===== src/rtl/mul_div_unit.sv =====
// Iterative multiply/divide unit with architectural HI/LO registers.
// One shift-add (multiply) or restoring shift-subtract (divide) step per clock.
module mul_div_unit #(
  parameter int NUM_BITS = 32,
  parameter int CNT_BITS = 6
) (
  input  logic                clk,
  input  logic                rst_,
  input  logic                start,
  input  logic [1:0]          md_op,
  input  logic [NUM_BITS-1:0] data1,
  input  logic [NUM_BITS-1:0] data2,
  input  logic                flush,
  input  logic                hi_wr,
  input  logic                lo_wr,
  input  logic [NUM_BITS-1:0] wr_data,
  output logic                busy,
  output logic                done,
  output logic [NUM_BITS-1:0] hi,
  output logic [NUM_BITS-1:0] lo
);

  localparam int N = NUM_BITS;

  typedef enum logic [1:0] {IDLE, CALC, FIX} state_t;

  state_t              state;
  logic [CNT_BITS-1:0] cnt;
  logic                is_div;
  logic                neg_a;
  logic                neg_b;
  logic [N-1:0]        opa;
  logic [N-1:0]        opb;
  // Multiply: {partial product, multiplier}. Divide: {remainder, quotient/dividend}.
  logic [2*N-1:0]      acc;

  logic                signed_op;
  logic                start_neg_a;
  logic                start_neg_b;
  logic [N-1:0]        data1_mag;
  logic [N-1:0]        data2_mag;
  logic [N:0]          mul_sum;
  logic [2*N-1:0]      mul_next;
  logic [N:0]          div_shift;
  logic [N:0]          div_diff;
  logic [2*N-1:0]      div_next;
  logic [2*N-1:0]      prod_fix;
  logic [N-1:0]        hi_fix;
  logic [N-1:0]        lo_fix;

  always_comb begin
    signed_op   = ~md_op[0];
    start_neg_a = signed_op & data1[N-1];
    start_neg_b = signed_op & data2[N-1];
    data1_mag   = start_neg_a ? -data1 : data1;
    data2_mag   = start_neg_b ? -data2 : data2;

    mul_sum  = {1'b0, acc[2*N-1:N]} + {1'b0, (acc[0] ? opa : {N{1'b0}})};
    mul_next = {mul_sum, acc[N-1:1]};

    // div_diff[N] set means the trial subtraction went negative: restore.
    div_shift = acc[2*N-1:N-1];
    div_diff  = div_shift - {1'b0, opb};
    if (!div_diff[N]) div_next = {div_diff[N-1:0], acc[N-2:0], 1'b1};
    else              div_next = {div_shift[N-1:0], acc[N-2:0], 1'b0};

    prod_fix = (neg_a ^ neg_b) ? -acc : acc;
    hi_fix   = prod_fix[2*N-1:N];
    lo_fix   = prod_fix[N-1:0];
    if (is_div) begin
      if (opb == '0) begin
        // Divide by zero reports the original dividend bits, rebuilt from its magnitude.
        lo_fix = {N{1'b1}};
        hi_fix = neg_a ? -opa : opa;
      end else begin
        lo_fix = (neg_a ^ neg_b) ? -acc[N-1:0] : acc[N-1:0];
        hi_fix = neg_a ? -acc[2*N-1:N] : acc[2*N-1:N];
      end
    end
  end

  always_ff @(posedge clk or negedge rst_) begin
    if (!rst_) begin
      state  <= IDLE;
      busy   <= 1'b0;
      done   <= 1'b0;
      hi     <= '0;
      lo     <= '0;
      cnt    <= '0;
      is_div <= 1'b0;
      neg_a  <= 1'b0;
      neg_b  <= 1'b0;
      opa    <= '0;
      opb    <= '0;
      acc    <= '0;
    end else begin
      done <= 1'b0;
      case (state)
        IDLE: begin
          if (hi_wr) hi <= wr_data;
          if (lo_wr) lo <= wr_data;
          if (start && !flush) begin
            state  <= CALC;
            busy   <= 1'b1;
            cnt    <= '0;
            is_div <= md_op[1];
            neg_a  <= start_neg_a;
            neg_b  <= start_neg_b;
            opa    <= data1_mag;
            opb    <= data2_mag;
            acc    <= {{N{1'b0}}, (md_op[1] ? data1_mag : data2_mag)};
          end
        end
        CALC: begin
          if (flush) begin
            state <= IDLE;
            busy  <= 1'b0;
          end else begin
            acc <= is_div ? div_next : mul_next;
            cnt <= cnt + CNT_BITS'(1);
            if (cnt == CNT_BITS'(N - 1)) state <= FIX;
          end
        end
        FIX: begin
          state <= IDLE;
          busy  <= 1'b0;
          if (!flush) begin
            hi   <= hi_fix;
            lo   <= lo_fix;
            done <= 1'b1;
          end
        end
        default: begin
          state <= IDLE;
          busy  <= 1'b0;
        end
      endcase
    end
  end

endmodule


===== config.mk =====
export PLATFORM = sky130hd
export DESIGN_NAME = mul_div_unit
export DESIGN_NICKNAME = d
export VERILOG_FILES = /design/src/rtl/mul_div_unit.sv
export SDC_FILE = /design/constraint.sdc
export NUM_CORES = 1
export LEC_CHECK = 0
export BUFFER_PORTS_ARGS = -buffer_cell sky130_fd_sc_hd__buf_2
export CORE_MARGIN = 4
export CORE_UTILIZATION = 55
export DETAILED_ROUTE_END_ITERATION = 10
export GPL_ROUTABILITY_DRIVEN = 0
export HOLD_SLACK_MARGIN = 0.08
export PLACE_DENSITY = 0.73
export SETUP_SLACK_MARGIN = 0.1
export SYNTH_ARGS = -nofsm -noshare
export SYNTH_HDL_FRONTEND = slang
export SYNTH_SLANG_ARGS = --single-unit

===== constraint.sdc =====
create_clock -name clk -period 10.01 [get_ports clk]
set_input_delay 2.002 -clock clk [delete_from_list [all_inputs] [get_ports clk]]
set_output_delay 2.002 -clock clk [all_outputs]
set_load 0.02 [all_outputs]

==> results.yml <==
outcome:
  status: "complete, no violations"
min_path:
  hold_path.class: "flip-flop to flip-flop"
  worstHoldStart: "lo[6]"
timing:
  finalCritPeriodShare: 0.432
  setup_ws_ps: 5690
  tns_ps: 0
  hold_viol: 0
  setup_viol: 0
  grt_setup_unrepaired: "no"
  fmax_mhz: 231
  slew_headroom: 0.242
  worst_slew_pin_slew_ps: 1140
  slew_viol_final: 0
  fin_skew_ps: 18.5
  min_period_ps: 4320
final_layout:
  drive_gt1_frac: 0.115
  syn2layout_area_growth_pct: 10.4
  design_area_mm2: 0.0192
  fin_nets: 2467
  fillers: 2798
  antenna_cells: 0
critical_path:
  crit_fanout: 35
  path_buf_inv: 2
  cp.required_ps: 10450
  reg2reg_from: "acc[31]"
  slowest_stage: "fa_1"
  critPathLaunch: "acc[31]"
  crit_path_frequent_cell: "a21oi_1"
  critPathArrivalTime_ps: 4760
  setup.worst_path.start_class: "flip-flop"
  critPathTopFamily: "compound AO/OA/AOI/OAI gates"
  cpPeakStageDelay_ps: 430
  critPathKind: "flip-flop to flip-flop"
  worst_setup_path_end_kind: "flip-flop"
  crit_chain: "inv_1 > ha_1 > fa_1 > nor2b_1 > o31ai_1 > a211o_1 > o21ai_1 > a21oi_1 > o221ai_1 > xor2_4 > buf_4 > mux2_2 > a21oi_1 > nor2_1"
power_and_ir_drop:
  cellLeakagePower_uw: 0.00854
  swShare: 0.466
  seqPwrFrac: 0.296
  clkPwrFrac: 0.198
  pwr-share-comb: 0.506
  switchingPower_uw: 2190
  irDropWorstVdd_uv: 138
  internal_power_uw: 2510
  pwr_density_cell_mw_per_mm2: 245
clock_tree:
  root_buffer: "clkbuf_16"
  clk_latency_ps: 550
  cts_tree: "built"
  postCtsSetupBuffers: 0
  htree_levels: 1
  cts_hold_buf: 0
  cts_buffers: 24
  ctsResizeCount: 0
  clk_pin_slew_ps: 70
  cts.path.max_buffers: 3
  clock_sinks: 205
grt:
  track_usage: 0.342
  grt_pass1_wl_mm: 93.1
  grt_pass1_vias: 16300
  antenna_found_initial: 1
  overflow: 0
  grt_max_degree: 78
floorplan:
  die_h_um: 186
  initial_core_util: 0.563
  num_rows: 64
  core_mm2: 0.0309
  die_area_mm2: 0.0345
  io_pins: 170
  die_x_um: 186
route:
  wl_per_cell_um: 22.6
  antenna_left: 0
  drt_iter0_drc: 2356
  drtPass1Iterations: 7
  dr_total_vias: 17700
  routed_wl_mm: 61.2
  route.detailed.drc: 0
  via_per_inst: 6.55
synthesis:
  syn_avg_cell_area_um2: 7.79
  yosys.area.top_type_share: 0.295
  synthDistinctLibCells: 76
  synthCells: 2234
  yosysWarnings: 0
  netlist.top_cell.by_area: "dfrtp_1"
  ys_ff_latch: 205
  synth_area_leaders: "dfrtp_1 29%, o21ai_0 6.5%, xnor2_1 6.4%"
  synth-seq-area-share: 0.295
  ys.flop_type: "dfrtp_1"
  syn-num-nets: 2410
  ys_async_sr_fraction: 1.00
  synth_edf_count: 0
  syn_area_mm2: 0.0174
place:
  hpwl_mm: 46.1
  placedInstanceArea_mm2: 0.0184
  pre_cts_ws_ps: 5340
  numPortBuffers: 169
run:
  cap_viol_max_count: 0
==> placed cells by master, fill, tap and decap left out, types with 61 or more instances in the layout <==
cell	count
xor2_1	102
nor2_1	151
xnor2_1	128
dfrtp_1	203
nand3_1	61
mux2i_1	65
ha_1	70
buf_2	168
o21ai_0	225
a21oi_1	175
nand2_1	275
==> cell usage after synthesis, drive strengths merged, types with 10 or more instances <==
| cell | n |
|---|---|
| inv | 59 |
| dfrtp | 205 |
| xnor2 | 128 |
| and2 | 39 |
| nand3 | 62 |
| and3 | 20 |
| o21ai | 261 |
| nand2 | 275 |
| ha | 70 |
| xor2 | 104 |
| o22ai | 26 |
| a22oi | 14 |
| o41ai | 19 |
| or3 | 19 |
| or2 | 10 |
| a31oi | 17 |
| nor3 | 43 |
| buf | 17 |
| a211oi | 14 |
| o211ai | 26 |
| nor2b | 15 |
| a21o | 45 |
| mux2i | 65 |
| a21oi | 176 |
| o31ai | 32 |
| nand4 | 10 |
| clkbuf | 143 |
| nor4 | 36 |
| nand2b | 26 |
| or4 | 15 |
| nor2 | 154 |
==> worst paths after layout <==
| kind | slack [ps] | endpoint | cells past startpoint |
|---|---|---|---|
| min in group asynchronous | 1470 | acc[42] | 1 |
| setup / recovery | 5690 | acc[52] | 14 |
| hold reg to reg | 470 | lo[6] | 2 |
| hold / removal | 470 | lo[6] | 2 |
| setup reg to reg | 5690 | acc[52] | 14 |
| max in group asynchronous | 7100 | is_div | 2 |
==> final cells by class <==
class / instances / area, um^2 / share of cell area
clock buffer: 31 / 657 / 0.0342
clock inverter: 12 / 178 / 0.00925
inverter: 59 / 221 / 0.0115
multi-input combinational: 1810 / 11500 / 0.599
sequential: 205 / 5130 / 0.267
tap: 396 / 495 / 0.0258
timing repair buffer: 191 / 1020 / 0.0531
==> power by group through the flow <==
| stage | Clock [uW] | Sequential (uW) | Combinational, uW |
|---|---|---|---|
| finish | 930 | 1390 | 2380 |
| global route | 970 | 1410 | 2610 |
| CTS | 937 | 1370 | 2340 |
| detailed placement | 0 | 1390 | 2320 |
| global placement | 0 | 1380 | 2290 |
| floorplan | 0 | 1200 | 1820 |
==> metal layers <==
metal  vias to the layer above  part of all wire  GRT usage
li1                       8088                 -          -
met1                      8429              0.40      0.482
met2                      1018              0.45      0.528
met3                       169              0.11     0.0641
met4                         0             0.042      0.126
met5                         -                 0          0
==> per-stage QoR <==
stage	power, uW	cells	utilization	hold slack, ps
finish	4710	2704	0.621	470
global placement	3660	2661	0.594	457
global route	4990	2704	0.621	501
detailed placement	3710	2661	0.594	462
floorplan	3020	2234	-	460
CTS	4650	2704	0.621	475
==> cell families after synthesis <==
| group | after synthesis | synth area share |
|---|---|---|
| adder cells (fa/ha/maj) | 72 | 0.0527 |
| AND/OR/NAND/NOR | 736 | 0.201 |
| buffers and inverters | 219 | 0.0486 |
| multiplexers | 68 | 0.0400 |
| AO/OA/AOI/OAI | 702 | 0.246 |
| flip-flops | 205 | 0.295 |
| XOR/XNOR | 232 | 0.117 |
==> sequential cells by signal, indices dropped and copies added (netlist names) <==
name,count
acc,64
lo,32
state,2
done,1
cnt,6
opb,32
opa,32
neg_a,1
busy,1
is_div,1
hi,32
neg_b,1
==> worst min-delay path: cells and delay by family, from the launching register on <==
kind | cells | cell delay [ps]
simple gates | 1 | 40
flops | 1 | 330
compound gates | 1 | 60
(Power assumes the default switching activity.)
